===== src/rtl/can_tx_frame_serializer_if.sv =====
// rtl/can_tx_frame_serializer_if.sv - unstuffed CAN frame bit stream handshake
interface can_tx_frame_serializer_if;
  logic tx_bit;
  logic bit_valid;
  logic bit_ready;
  logic in_arbitration;

  modport master (
    output tx_bit,
    output bit_valid,
    output in_arbitration,
    input  bit_ready
  );

  modport slave (
    input  tx_bit,
    input  bit_valid,
    input  in_arbitration,
    output bit_ready
  );
endinterface


===== src/rtl/can_tx_frame_serializer.sv =====
// rtl/can_tx_frame_serializer.sv - TX buffer snapshot to unstuffed CAN bit stream with CRC-15
module can_tx_frame_serializer #(
  parameter int          DATA_MAX = 8,
  parameter logic [14:0] CRC_POLY = 15'h4599
) (
  input  logic                             clk,
  input  logic                             rst,
  input  logic                             extended_mode,
  input  logic                             tx_request,
  input  logic                             abort_tx,
  input  logic [7:0]                       tx_data_0,
  input  logic [7:0]                       tx_data_1,
  input  logic [7:0]                       tx_data_2,
  input  logic [7:0]                       tx_data_3,
  input  logic [7:0]                       tx_data_4,
  input  logic [7:0]                       tx_data_5,
  input  logic [7:0]                       tx_data_6,
  input  logic [7:0]                       tx_data_7,
  input  logic [7:0]                       tx_data_8,
  input  logic [7:0]                       tx_data_9,
  input  logic [7:0]                       tx_data_10,
  input  logic [7:0]                       tx_data_11,
  input  logic [7:0]                       tx_data_12,
  can_tx_frame_serializer_if.master        bs,
  output logic                             busy,
  output logic                             tx_done,
  output logic                             tx_aborted
);

  localparam int DW = DATA_MAX * 8;
  localparam int CW = $clog2(DW + 40) + 1;
  localparam int NW = $clog2(DATA_MAX + 1);

  typedef enum logic [2:0] {IDLE, HDR, DATA, CRC, DELIM} state_t;

  state_t          state;
  state_t          state_nxt;

  logic [7:0]      td [13];

  // Decoded view of the live buffer, only loaded at tx_request
  logic            ff;
  logic            rtr_d;
  logic [3:0]      dlc_d;
  logic [28:0]     id_d;
  logic [3:0]      base_d;
  logic [38:0]     hdr_d;
  logic [38:0]     arb_d;
  logic [CW-1:0]   hdr_cnt_d;
  logic [NW-1:0]   n_d;
  logic [DW-1:0]   data_d;
  logic [4:0]      idx;

  // Frame snapshot: header and data are held left-aligned and shifted out MSB first
  logic [38:0]     hdr_sr;
  logic [38:0]     arb_sr;
  logic [DW-1:0]   data_sr;
  logic [NW-1:0]   n_bytes;
  logic [14:0]     crc;
  logic [CW-1:0]   cnt;

  logic            accept;
  logic            last_bit;
  logic            crc_fb;
  logic [14:0]     crc_upd;

  assign td[0]  = tx_data_0;
  assign td[1]  = tx_data_1;
  assign td[2]  = tx_data_2;
  assign td[3]  = tx_data_3;
  assign td[4]  = tx_data_4;
  assign td[5]  = tx_data_5;
  assign td[6]  = tx_data_6;
  assign td[7]  = tx_data_7;
  assign td[8]  = tx_data_8;
  assign td[9]  = tx_data_9;
  assign td[10] = tx_data_10;
  assign td[11] = tx_data_11;
  assign td[12] = tx_data_12;

  assign accept   = bs.bit_valid & bs.bit_ready;
  assign last_bit = (cnt == '0);
  assign crc_fb   = bs.tx_bit ^ crc[14];
  assign crc_upd  = {crc[13:0], 1'b0} ^ (crc_fb ? CRC_POLY : 15'h0000);

  // Decode the buffer into header bits, arbitration mask, byte count and payload
  always_comb begin
    ff        = extended_mode & td[0][7];
    rtr_d     = 1'b0;
    dlc_d     = 4'h0;
    id_d      = '0;
    base_d    = 4'd2;
    idx       = '0;
    data_d    = '0;
    if (!extended_mode) begin
      id_d   = {18'b0, td[0], td[1][7:5]};
      rtr_d  = td[1][4];
      dlc_d  = td[1][3:0];
      base_d = 4'd2;
    end else begin
      rtr_d = td[0][6];
      dlc_d = td[0][3:0];
      if (ff) begin
        id_d   = {td[1], td[2], td[3], td[4][7:3]};
        base_d = 4'd5;
      end else begin
        id_d   = {18'b0, td[1], td[2][7:5]};
        base_d = 4'd3;
      end
    end
    // Standard frames count only ID and RTR as arbitration; IDE sits in the control field there
    if (ff) begin
      hdr_d     = {1'b0, id_d[28:18], 2'b11, id_d[17:0], rtr_d, 2'b00, dlc_d};
      arb_d     = {1'b0, {32{1'b1}}, 6'b0};
      hdr_cnt_d = CW'(38);
    end else begin
      hdr_d     = {1'b0, id_d[10:0], rtr_d, 2'b00, dlc_d, 20'b0};
      arb_d     = {1'b0, {12{1'b1}}, 26'b0};
      hdr_cnt_d = CW'(18);
    end
    if (rtr_d) begin
      n_d = '0;
    end else if (int'(dlc_d) > DATA_MAX) begin
      n_d = NW'(DATA_MAX);
    end else begin
      n_d = NW'(dlc_d);
    end
    for (int i = 0; i < DATA_MAX; i++) begin
      idx = 5'(int'(base_d) + i);
      data_d[DW-1-8*i -: 8] = (idx < 5'd13) ? td[idx[3:0]] : 8'h00;
    end
  end

  // State register
  always_ff @(posedge clk or negedge rst) begin
    if (!rst) begin
      state <= IDLE;
    end else begin
      state <= state_nxt;
    end
  end

  // Next state: advance on the last accepted bit of each field; abort wins over everything
  always_comb begin
    state_nxt = state;
    case (state)
      IDLE:    if (tx_request && !abort_tx) state_nxt = HDR;
      HDR:     if (accept && last_bit) state_nxt = (n_bytes != '0) ? DATA : CRC;
      DATA:    if (accept && last_bit) state_nxt = CRC;
      CRC:     if (accept && last_bit) state_nxt = DELIM;
      DELIM:   if (accept) state_nxt = IDLE;
      default: state_nxt = IDLE;
    endcase
    if (state != IDLE && abort_tx) begin
      state_nxt = IDLE;
    end
  end

  // Current bit is taken straight from the held field, so it cannot move while stalled
  always_comb begin
    busy              = (state != IDLE);
    bs.bit_valid      = busy;
    bs.in_arbitration = (state == HDR) & arb_sr[38];
    case (state)
      HDR:     bs.tx_bit = hdr_sr[38];
      DATA:    bs.tx_bit = data_sr[DW-1];
      CRC:     bs.tx_bit = crc[14];
      default: bs.tx_bit = 1'b1;
    endcase
  end

  // Snapshot, field shifting, CRC accumulation and completion pulses
  always_ff @(posedge clk or negedge rst) begin
    if (!rst) begin
      hdr_sr     <= '0;
      arb_sr     <= '0;
      data_sr    <= '0;
      n_bytes    <= '0;
      crc        <= '0;
      cnt        <= '0;
      tx_done    <= 1'b0;
      tx_aborted <= 1'b0;
    end else begin
      tx_done    <= 1'b0;
      tx_aborted <= 1'b0;
      if (state == IDLE) begin
        if (tx_request && !abort_tx) begin
          hdr_sr  <= hdr_d;
          arb_sr  <= arb_d;
          data_sr <= data_d;
          n_bytes <= n_d;
          cnt     <= hdr_cnt_d;
          crc     <= '0;
        end
      end else if (abort_tx) begin
        tx_aborted <= 1'b1;
      end else if (accept) begin
        case (state)
          HDR: begin
            crc    <= crc_upd;
            hdr_sr <= hdr_sr << 1;
            arb_sr <= arb_sr << 1;
            if (last_bit) begin
              cnt <= (n_bytes != '0) ? ((CW'(n_bytes) << 3) - CW'(1)) : CW'(14);
            end else begin
              cnt <= cnt - CW'(1);
            end
          end
          DATA: begin
            crc     <= crc_upd;
            data_sr <= data_sr << 1;
            cnt     <= last_bit ? CW'(14) : (cnt - CW'(1));
          end
          CRC: begin
            // Final CRC is no longer accumulated here, only shifted out
            crc <= crc << 1;
            cnt <= last_bit ? '0 : (cnt - CW'(1));
          end
          DELIM: begin
            tx_done <= 1'b1;
          end
          default: begin
          end
        endcase
      end
    end
  end

endmodule


===== src/flat_wrapper.sv =====
// flat-port wrapper written by rule: the top's interface ports become plain ports
module can_tx_frame_serializer_flat 
#(
  parameter int          DATA_MAX = 8,
  parameter logic [14:0] CRC_POLY = 15'h4599
)
  (clk, rst, extended_mode, tx_request, abort_tx, tx_data_0, tx_data_1, tx_data_2, tx_data_3, tx_data_4, tx_data_5, tx_data_6, tx_data_7, tx_data_8, tx_data_9, tx_data_10, tx_data_11, tx_data_12, busy, tx_done, tx_aborted, bs_tx_bit, bs_bit_valid, bs_in_arbitration, bs_bit_ready);
  can_tx_frame_serializer_if bs_i ();
  input  logic clk;
  input  logic rst;
  input  logic extended_mode;
  input  logic tx_request;
  input  logic abort_tx;
  input  logic [7:0] tx_data_0;
  input  logic [7:0] tx_data_1;
  input  logic [7:0] tx_data_2;
  input  logic [7:0] tx_data_3;
  input  logic [7:0] tx_data_4;
  input  logic [7:0] tx_data_5;
  input  logic [7:0] tx_data_6;
  input  logic [7:0] tx_data_7;
  input  logic [7:0] tx_data_8;
  input  logic [7:0] tx_data_9;
  input  logic [7:0] tx_data_10;
  input  logic [7:0] tx_data_11;
  input  logic [7:0] tx_data_12;
  output logic busy;
  output logic tx_done;
  output logic tx_aborted;
  output wire logic [$bits(bs_i.tx_bit)-1:0] bs_tx_bit;
  output wire logic [$bits(bs_i.bit_valid)-1:0] bs_bit_valid;
  output wire logic [$bits(bs_i.in_arbitration)-1:0] bs_in_arbitration;
  input wire logic [$bits(bs_i.bit_ready)-1:0] bs_bit_ready;
  assign bs_tx_bit = bs_i.tx_bit;
  assign bs_bit_valid = bs_i.bit_valid;
  assign bs_in_arbitration = bs_i.in_arbitration;
  assign bs_i.bit_ready = bs_bit_ready;
  can_tx_frame_serializer #(.DATA_MAX(DATA_MAX), .CRC_POLY(CRC_POLY)) u_core (.clk(clk), .rst(rst), .extended_mode(extended_mode), .tx_request(tx_request), .abort_tx(abort_tx), .tx_data_0(tx_data_0), .tx_data_1(tx_data_1), .tx_data_2(tx_data_2), .tx_data_3(tx_data_3), .tx_data_4(tx_data_4), .tx_data_5(tx_data_5), .tx_data_6(tx_data_6), .tx_data_7(tx_data_7), .tx_data_8(tx_data_8), .tx_data_9(tx_data_9), .tx_data_10(tx_data_10), .tx_data_11(tx_data_11), .tx_data_12(tx_data_12), .bs(bs_i), .busy(busy), .tx_done(tx_done), .tx_aborted(tx_aborted));
endmodule

===== config.mk =====
export PLATFORM = sky130hd
export DESIGN_NAME = can_tx_frame_serializer_flat
export DESIGN_NICKNAME = d
export VERILOG_FILES = /design/src/rtl/can_tx_frame_serializer_if.sv /design/src/rtl/can_tx_frame_serializer.sv /design/src/flat_wrapper.sv
export SDC_FILE = /design/constraint.sdc
export NUM_CORES = 1
export LEC_CHECK = 0
export CORE_MARGIN = 10
export CORE_UTILIZATION = 60
export DETAILED_ROUTE_END_ITERATION = 10
export HOLD_SLACK_MARGIN = 0.12
export PLACE_DENSITY = 0.85
export SLEW_MARGIN = 10
export SYNTH_ARGS = -nofsm -noshare
export SYNTH_HDL_FRONTEND = slang
export SYNTH_SLANG_ARGS = --single-unit

===== constraint.sdc =====
create_clock -name clk -period 3.3 [get_ports clk]
set_input_delay 0.33 -clock clk [delete_from_list [all_inputs] [get_ports clk]]
set_output_delay 0.33 -clock clk [all_outputs]
set_load 0.01 [all_outputs]

==> out/results.ini, run 1 <==
[timing]
timing.slew.headroom_pct=23.7
max_freq_ghz=0.348
fin_skew_ns=0.00594
setup_viol=0
hold_violations=0
maxSlewViolCount=0
finalSetupTns_ns=0
worstMarginPinSlew_ns=1.14
rsz0062_at_grt=no
period_share_pct=87.0
whs_ns=0.339
min_period_ns=2.87

[cells_and_area]
final_nets=1291
drive_gt1_share_pct=7.64
final_util_pct=72.8
antenna_cells=0
syn2layout_area_growth_pct=19.7

[yosys]
yosysSeqAreaShare_pct=43.8
synth_common_cells=dfrtp_1, nand2_1, nor2_1
synth-seq-cells=168
syn_nets=1233
synth_top_area_share_pct=43.8
synth.top_cells.by_area=dfrtp_1, mux2i_1, nand2_1
yosys.area.top_type=dfrtp_1
syn_avg_cell_area_um2=8.56
yosys_warnings=0
synthCells=1120
synth_cell_type_count=54
synthesis.area_mm2=0.00959
synthFlopType=dfrtp_1
synthArstFlopShare_pct=100
synth_edf_count=0

[placement]
gp_congestion=0.947
port_buffers=115
dp_hpwl_um=19000

[job]
cap_violations=0

[power]
combPwrFrac_pct=38.0
pwr-share-seq_pct=38.2
p_sw_mw=3.65
p_per_area_mw_per_mm2=821
peakVddDrop_v=0.000502
leakagePower_nw=4.94
internal_power_mw=5.77
pwr-share-clk_pct=23.8
p_sw_share_pct=38.7

[route]
vias=8854
wl_um=28000
ant_nets=0
drtIter0Drc=885
drtPass1Iterations=6
drc=0
via_per_inst=6.29
post_drt_wl_per_cell_um=19.9

[clock_tree]
post-cts-setup-buffers=0
cts_num_sinks=168
cts_tree=yes
path_clk_slew_ns=0.06
cts_buffers=17
htree_levels=4
clk_latency_ns=0.44
cts_root_buf=clkbuf_16
clockBufferDepth=2

[global_routing]
grt_usage_pct=26.1
antenna_found_initial=0
grt_max_degree=129
grt_pass1_vias=8782
grt_overflow=0
grt_first_pass_wirelength_um=45600

[worst_setup_path]
critPathMaxFanout=128
required_ns=2.97
cp-end-kind=output pin
arrival_ns=2.54
crit_type=reg2out
startpoint_type=flip-flop

[floorplanning]
die_w_um=146
start_util_pct=60.8
die_h_um=146
core-area_mm2=0.0158
die-area_mm2=0.0214
io-pin-count=116
row_count=46

[outcome]
status=finished clean

[min_path]
hp-class=in2reg

==> worst max-delay path, stage by stage, from the launching register on <==
cell and delay, ns:
dfrtp_1 0.76, nor3_4 0.14, inv_6 0.10, buf_12 0.41, clkdlybuf4s50_1 0.65
==> final timing paths <==
path,start,to,slack (ns),cells past startpoint
worst min-delay path,extended_mode,u_core.data_sr[62]$_DFFE_PN0P_,0.34,4
worst max-delay path,u_core.state[1]$_DFFE_PN0P_,bs_bit_valid,0.43,4
worst min register to register,u_core.arb_sr[29]$_DFFE_PN0P_,u_core.arb_sr[29]$_DFFE_PN0P_,0.46,2
min in group asynchronous,rst,u_core.data_sr[9]$_DFFE_PN0P_,0.41,2
max in group asynchronous,rst,u_core.hdr_sr[23]$_DFFE_PN0P_,2.10,3
worst max register to register,u_core.state[1]$_DFFE_PN0P_,u_core.arb_sr[24]$_DFFE_PN0P_,0.82,5
==> sequential cells by signal (all words and copies together), names as in the netlist <==
signal,cells
u_core.data_sr,64
u_core.hdr_sr,39
u_core.arb_sr,33
u_core.crc,15
u_core.cnt,8
u_core.n_bytes,4
u_core.state,3
u_core.tx_aborted,1
u_core.tx_done,1
==> layout make-up <==
cell class              count  area (µm²)
repair buffers            138        1390
fillers                  1191        4290
well taps                 216         270
clock buffers              18         439
flip-flops and latches    168        4200
multi-input cells         841        4910
clock inverters            14         219
inverters                  12        50.0
==> layer usage <==
layer / track usage, % / share of wire [%] / vias to the layer above
met5: 0 / 0 / -
met4: 11.9 / 4.0 / 0
met3: 6.24 / 7.6 / 109
met2: 42.5 / 49 / 446
met1: 32.1 / 40 / 4225
li1: - / - / 4074
==> cell usage in the layout, fill, tap and decap left out, types with 6 or more instances in the layout <==
master / n
nand2_1: 168
dfrtp_1: 168
nor2_1: 128
a21oi_1: 114
clkdlybuf4s50_1: 112
mux2i_1: 86
o21ai_1: 72
o21ai_0: 66
a211oi_1: 52
nand3_1: 24
a31oi_1: 22
buf_4: 19
clkbuf_16: 17
inv_1: 11
mux2_2: 8
a22o_1: 8
a2bb2oi_1: 8
mux4_2: 7
o22ai_1: 7
nor3_1: 6
xor2_1: 6
==> what timing repair did <==
action	in CTS	in global routing
gates resized for setup	0	0
endpoints found under the setup margin	0	0
hold buffers	1	0
endpoints found under the hold margin	50	0
==> logic make-up (layout without fill, tap and decap cells) <==
family / count (synthesis) / after routing / share of synthesized area, %
AOI/OAI and AO/OA: 373 / 373 / 22.7
and+or+nand+nor: 355 / 355 / 15.6
DFF: 168 / 168 / 43.8
buffers and inverters: 111 / 182 / 5.15
muxes: 101 / 101 / 11.6
xor gates and xnor gates: 9 / 9 / 0.822
adders and majority gates: 3 / 3 / 0.391
==> stage by stage <==
step	cell area [µm²]	std cells	setup WS, ns	total power [mW]
final	11500	1407	0.427	9.42
after global routing	11500	1407	0.303	10.1
after CTS	11500	1407	0.449	9.39
after detailed placement	10800	1374	0.764	7.09
after global placement	10800	1374	0.823	6.92
after floorplan	9590	1120	0.927	6.07
==> power by group through the flow <==
stage | logic (mW) | clock network [mW] | registers (mW)
after floorplan | 2.70 | 0 | 3.38
after global placement | 3.38 | 0 | 3.54
after detailed placement | 3.52 | 0 | 3.58
after CTS | 3.55 | 2.26 | 3.57
after global routing | 4.04 | 2.36 | 3.70
final | 3.58 | 2.25 | 3.60
Power figures use the tool's default switching activity.
==> inputs of run 2 (changes only) <==
--- a/config.mk
+++ b/config.mk
@@ -5,7 +5,7 @@
 export SDC_FILE = /design/constraint.sdc
 export NUM_CORES = 1
 export LEC_CHECK = 0
-export CORE_MARGIN = 10
+export CORE_MARGIN = 5
 export CORE_UTILIZATION = 60
 export DETAILED_ROUTE_END_ITERATION = 10
 export HOLD_SLACK_MARGIN = 0.12
==> out/results.ini, run 2 (synthesized netlist as in run 1, its figures left out) <==
[route]
post_drt_wl_per_cell_um=19.1  ; was 19.9 µm
drtIter0Drc=914  ; was 885
drtPass1Iterations=5  ; was 6
via_per_inst=6.20  ; was 6.29
drc=0  ; unchanged
ant_nets=0  ; unchanged
vias=8731  ; was 8,854
wl_um=26900  ; was 28,000 µm

[worst_setup_path]
crit_chain=nor3_4, inv_6, clkdlybuf4s50_1  ; was nor3_4, inv_6, buf_12, clkdlybuf4s50_1
cp_top_family=buffers and inverters  ; unchanged
cp_slowest_cell=dfrtp_1  ; unchanged
crit_type=reg2out  ; unchanged
arrival_ns=2.43  ; was 2.54 ns
startpoint_type=flip-flop  ; unchanged
critPathMaxFanout=70  ; was 128
cp-end-kind=output pin  ; unchanged
crit_buf_inv=2  ; was 3
critPathMaxStageDelay_ns=0.77  ; was 0.76 ns
required_ns=2.97  ; about the same

[floorplanning]
core-area_mm2=0.0158  ; unchanged
die_h_um=136  ; was 146 µm
io-pin-count=116  ; unchanged
row_count=46  ; unchanged
die-area_mm2=0.0186  ; was 0.0214 mm²
start_util_pct=60.8  ; unchanged
die_w_um=136  ; was 146 µm

[placement]
dpl_cell_area_mm2=0.0108  ; about the same
dp_hpwl_um=17900  ; was 19,000 µm
port_buffers=115  ; unchanged
gp_congestion=0.956  ; was 0.947

[cells_and_area]
drive_gt1_share_pct=7.63  ; was 7.64%
syn2layout_area_growth_pct=18.9  ; was 19.7%
final_nets=1292  ; was 1,291
largest_reg_flops=64  ; unchanged
regMostFlops=u_core.data_sr  ; unchanged
antenna_cells=0  ; unchanged
design_area_mm2=0.0114  ; was 0.0115 mm²
reg_top3=u_core.data_sr: 64 flops, u_core.hdr_sr: 39 flops, u_core.arb_sr: 33 flops  ; unchanged
final_cell_mix=nand2_1, dfrtp_1, nor2_1  ; unchanged

[job]
cap_violations=0  ; unchanged

[clock_tree]
clockBufferDepth=2  ; unchanged
cts_root_buf=clkbuf_16  ; unchanged
clk_latency_ns=0.43  ; was 0.44 ns
post-cts-setup-buffers=0  ; unchanged
hold_buffers=1  ; unchanged
htree_levels=4  ; unchanged
path_clk_slew_ns=0.07  ; was 0.06 ns
cts_tree=yes  ; unchanged
cts_num_sinks=168  ; unchanged
cts_buffers=17  ; unchanged
cts_resized=0  ; unchanged

[timing]
worstMarginPinSlew_ns=1.06  ; was 1.14 ns
period_share_pct=83.5  ; was 87.0%
max_freq_ghz=0.363  ; was 0.348 GHz
min_period_ns=2.76  ; was 2.87 ns
hold_violations=0  ; unchanged
timing.slew.headroom_pct=29.1  ; was 23.7%
fin_skew_ns=0.00783  ; was 0.00594 ns
finalSetupTns_ns=0  ; unchanged
maxSlewViolCount=0  ; unchanged
setup_viol=0  ; unchanged
rsz0062_at_grt=no  ; unchanged

[global_routing]
antenna_found_initial=0  ; unchanged
grt_first_pass_wirelength_um=43500  ; was 45,600 µm
grt_pass1_vias=8335  ; was 8,782
grt_usage_pct=29.7  ; was 26.1%
grt_overflow=0  ; unchanged
grt_max_degree=144  ; was 129

[power]
p_per_area_mw_per_mm2=806  ; was 821 mW/mm²
leakagePower_nw=4.91  ; was 4.94 nW
peakVddDrop_v=0.000488  ; was 0.000502 V
power_mw=9.20  ; was 9.42 mW

[min_path]
hp-class=in2reg  ; unchanged

[outcome]
status=finished clean  ; unchanged

-- run 2: cell types whose count changed in the layout (fill, tap and decap cells not counted), sizes merged --
cell / change
inv: +1
bufinv: -3
clkinv: +2
buf: +1
-- run 2: path summary, 6_finish.rpt --
kind	slack [ns]	startpoint	endpoint	cells after the start
max	0.54	u_core.state[1]$_DFFE_PN0P_	bs_bit_valid	3
min	0.41	tx_data_0[7]	u_core.hdr_sr[37]$_DFFE_PN0P_	5
max reg2reg	0.77	u_core.state[1]$_DFFE_PN0P_	u_core.data_sr[58]$_DFFE_PN0P_	4
min reg2reg	0.47	u_core.arb_sr[38]$_DFFE_PN0P_	u_core.arb_sr[38]$_DFFE_PN0P_	2
max in group asynchronous	1.90	rst	u_core.arb_sr[27]$_DFFE_PN0P_	3
min in group asynchronous	0.45	rst	u_core.data_sr[8]$_DFFE_PN0P_	2
-- run 2: where the power goes --
group	switching [mW]	internal, mW	total (mW)
Combinational	2.16	1.44	3.60
Clock	0.891	1.14	2.03
Sequential	0.610	2.97	3.58
Total	3.66	5.54	9.20
-- run 2: per-stage QoR --
stage	util [%]	worst slack, ns	hold slack, ns	std cells
3_5_place_dp	68.5	0.803	0.361	1375
3_3_place_gp	68.5	0.838	0.358	1375
6_report	72.3	0.545	0.415	1408
4_1_cts	72.3	0.540	0.400	1408
2_1_floorplan	-	0.927	0.0344	1120
5_1_grt	72.3	0.405	0.478	1408
-- run 2: final cells by class --
cell class / instances / area, µm²
flip-flops and latches: 168 / 4200
fillers: 1207 / 4360
clock buffers: 18 / 429
clock inverters: 14 / 164
repair buffers: 139 / 1380
inverters: 12 / 50.0
well taps: 216 / 270
multi-input cells: 841 / 4910
-- run 2: tightest hold or removal path: cells and delay by family --
family	cells	cell delay, ns
compound gates	2	0.15
simple gates	1	0.08
buf+inv	1	0.15
mux	1	0.08
-- run 2: per-layer routing --
metal	GRT usage (%)	vias to the layer above	wire, µm
met4	11.8	0	1010
met1	40.1	4126	11000
met2	47.2	427	12800
met5	0	-	0
li1	-	4089	-
met3	6.29	89	2060
==> inputs of run 3 (changes only) <==
--- a/config.mk
+++ b/config.mk
@@ -6,10 +6,10 @@
 export NUM_CORES = 1
 export LEC_CHECK = 0
 export CORE_MARGIN = 5
-export CORE_UTILIZATION = 60
+export CORE_UTILIZATION = 51
 export DETAILED_ROUTE_END_ITERATION = 10
 export HOLD_SLACK_MARGIN = 0.12
-export PLACE_DENSITY = 0.85
+export PLACE_DENSITY = 0.77
 export SLEW_MARGIN = 10
 export SYNTH_ARGS = -nofsm -noshare
 export SYNTH_HDL_FRONTEND = slang
==> constraint.sdc (replaced) <==
create_clock -name clk -period 2.2 [get_ports clk]
set_input_delay 0.22 -clock clk [delete_from_list [all_inputs] [get_ports clk]]
set_output_delay 0.22 -clock clk [all_outputs]
set_load 0.01 [all_outputs]
==> out/results.ini, run 3 (synthesized netlist as in run 1, its figures left out) <==
[route]
ant_nets=0  ; unchanged
wl_um=27000  ; was 26,900 µm
drtIter0Drc=864  ; was 914
via_per_inst=5.99  ; was 6.20
drc=0  ; unchanged
vias=8650  ; was 8,731
post_drt_wl_per_cell_um=18.7  ; was 19.1 µm
drtPass1Iterations=5  ; unchanged

[floorplanning]
die-area_mm2=0.0216  ; was 0.0186 mm²
row_count=50  ; was 46
io-pin-count=116  ; unchanged
core-area_mm2=0.0186  ; was 0.0158 mm²
die_w_um=147  ; was 136 µm
start_util_pct=51.6  ; was 60.8%
die_h_um=147  ; was 136 µm

[clock_tree]
cts_buffers=17  ; unchanged
htree_levels=4  ; unchanged
cts_num_sinks=168  ; unchanged
clk_latency_ns=0.45  ; was 0.43 ns
clockBufferDepth=2  ; unchanged
cts_root_buf=clkbuf_16  ; unchanged
cts_tree=yes  ; unchanged
path_clk_slew_ns=0.07  ; about the same

[placement]
port_buffers=115  ; unchanged
dpl_cell_area_mm2=0.0110  ; was 0.0108 mm²
dp_hpwl_um=18700  ; was 17,900 µm
dp_slack_ns=0.0677  ; was 0.803 ns
gp_congestion=0.916  ; was 0.956

[power]
p_per_area_mw_per_mm2=1190  ; was 806 mW/mm²
power_mw=13.8  ; was 9.20 mW
peakVddDrop_v=0.000773  ; was 0.000488 V
leakagePower_nw=5.04  ; was 4.91 nW

[worst_setup_path]
reg2regPathDepth=6  ; was 4
crit_type=reg2out  ; unchanged
r2r-start=u_core.state[0]$_DFFE_PN0P_  ; was u_core.state[1]$_DFFE_PN0P_
startpoint_type=flip-flop  ; unchanged
cp-end-kind=output pin  ; unchanged
critPathMaxFanout=5  ; was 70
r2r_end=u_core.data_sr[19]$_DFFE_PN0P_  ; was u_core.data_sr[58]$_DFFE_PN0P_
r2r_slack_ns=0.11  ; was 0.77 ns
required_ns=1.98  ; was 2.97 ns
arrival_ns=1.89  ; was 2.43 ns

[timing]
worst_slack_ns=0.0874  ; was 0.545 ns
max_freq_ghz=0.473
hold_violations=0  ; unchanged
min_period_ns=2.11
maxSlewViolCount=0  ; unchanged
whs_ns=0.263  ; was 0.415 ns
worstMarginPinSlew_ns=1.05  ; was 1.06 ns
finalSetupTns_ns=0  ; unchanged
fin_skew_ns=0.0181  ; was 0.00783 ns
setup_viol=0  ; unchanged
timing.slew.headroom_pct=30.2  ; was 29.1%
period_share_pct=96.0

[cells_and_area]
final_common_cell=nand2_1
antenna_cells=0  ; unchanged
drive_gt1_share_pct=9.42  ; was 7.63%
largest_reg_flops=64  ; unchanged
regArea_mm2=0.00421  ; was 0.00420 mm²
fill_cells=1544  ; was 1,207
reg_top3=u_core.data_sr: 64 flops, u_core.hdr_sr: 39 flops, u_core.arb_sr: 33 flops  ; unchanged
design_area_mm2=0.0117  ; was 0.0114 mm²
final_nets=1310  ; was 1,292
multi_input_area_mm2=0.00491  ; about the same
final_cell_mix=nand2_1, dfrtp_1, nor2_1  ; unchanged
regMostFlops=u_core.data_sr  ; unchanged
syn2layout_area_growth_pct=21.6  ; was 18.9%

[job]
cap_violations=0  ; unchanged

[global_routing]
grt_overflow=0  ; unchanged
antenna_found_initial=0  ; unchanged
grt_max_degree=114  ; was 144
grt_pass1_vias=8230  ; was 8,335
grt_first_pass_wirelength_um=43500  ; about the same
grt_usage_pct=25.0  ; was 29.7%

[outcome]
status=finished clean  ; unchanged

[min_path]
hp-class=in2async  ; was in2reg

[run 3: cell count changes in the layout (fill, tap and decap cells not counted), moves of 2 or more]
cell	change
clkdlybuf4s50_1	-3
dfrtp_1	-3
dlymetal6s2s_1	+3
buf_4	+11
dfrtp_2	+3
buf_12	+7
clkinvlp_4	+2
[run 3: where the power goes]
part           total [mW]  switching, mW  leakage [nW]  internal (mW)
clock network        3.01           1.41         0.275           1.60
logic                5.52           3.24          2.65           2.29
registers            5.30          0.851          2.11           4.45
[run 3: cell type report]
cell class / count / area share [%]
inverter: 12 / 0.429
timing repair buffer: 157 / 13.8
multi-input combinational: 841 / 42.1
sequential: 168 / 36.1
clock inverter: 15 / 1.39
tap: 234 / 2.51
clock buffer: 17 / 3.65
[run 3: timing repair]
| action | CTS | global route |
|---|---|---|
| resized for setup | 2 | 5 |
| endpoints found under the setup margin | 3 | 4 |
| buffers inserted | 5 | 1 |
| pin swaps | 0 | 1 |
| hold endpoints to repair | 168 | 0 |
| hold buffers | 1 | 0 |
[run 3: per-stage QoR]
stage / instances / utilization [%]
floorplan: 1120 / -
global placement: 1405 / 59.2
detailed placement: 1405 / 59.2
CTS: 1443 / 62.7
global route: 1444 / 62.8
finish: 1444 / 62.8
[run 3: metal layers]
layer	global-route usage (%)	vias up	wire length, µm
met2	39.3	349	12800
met1	34.2	4116	11500
met5	0	-	0
met4	9.79	0	932
met3	4.84	68	1850
li1	-	4117	-
[run 3: how the worst max path moves through the flow]
| stage | cells past startpoint | startpoint | to | slack, ns |
|---|---|---|---|---|
| 6_report | 4 | u_core.state[1]$_DFFE_PN0P_ | bs_in_arbitration | 0.09 |
| 5_1_grt | 4 | u_core.state[1]$_DFFE_PN0P_ | bs_in_arbitration | -0.005 |
| 4_1_cts | 4 | u_core.state[1]$_DFFE_PN0P_ | bs_tx_bit | 0.01 |
| 3_5_place_dp | 5 | u_core.state[0]$_DFFE_PN0P_ | u_core.data_sr[19]$_DFFE_PN0P_ | 0.07 |
| 3_3_place_gp | 5 | u_core.state[0]$_DFFE_PN0P_ | u_core.data_sr[21]$_DFFE_PN0P_ | 0.15 |
| 2_1_floorplan | 10 | tx_data_0[7] | u_core.data_sr[16]$_DFFE_PN0P_ | 0.03 |
[run 3: worst max-delay path, cell delays in order (launching register included)]
cell and delay, ns:
dfrtp_2 0.45, buf_4 0.17, inv_1 0.09, and4_1 0.21, clkdlybuf4s50_1 0.55
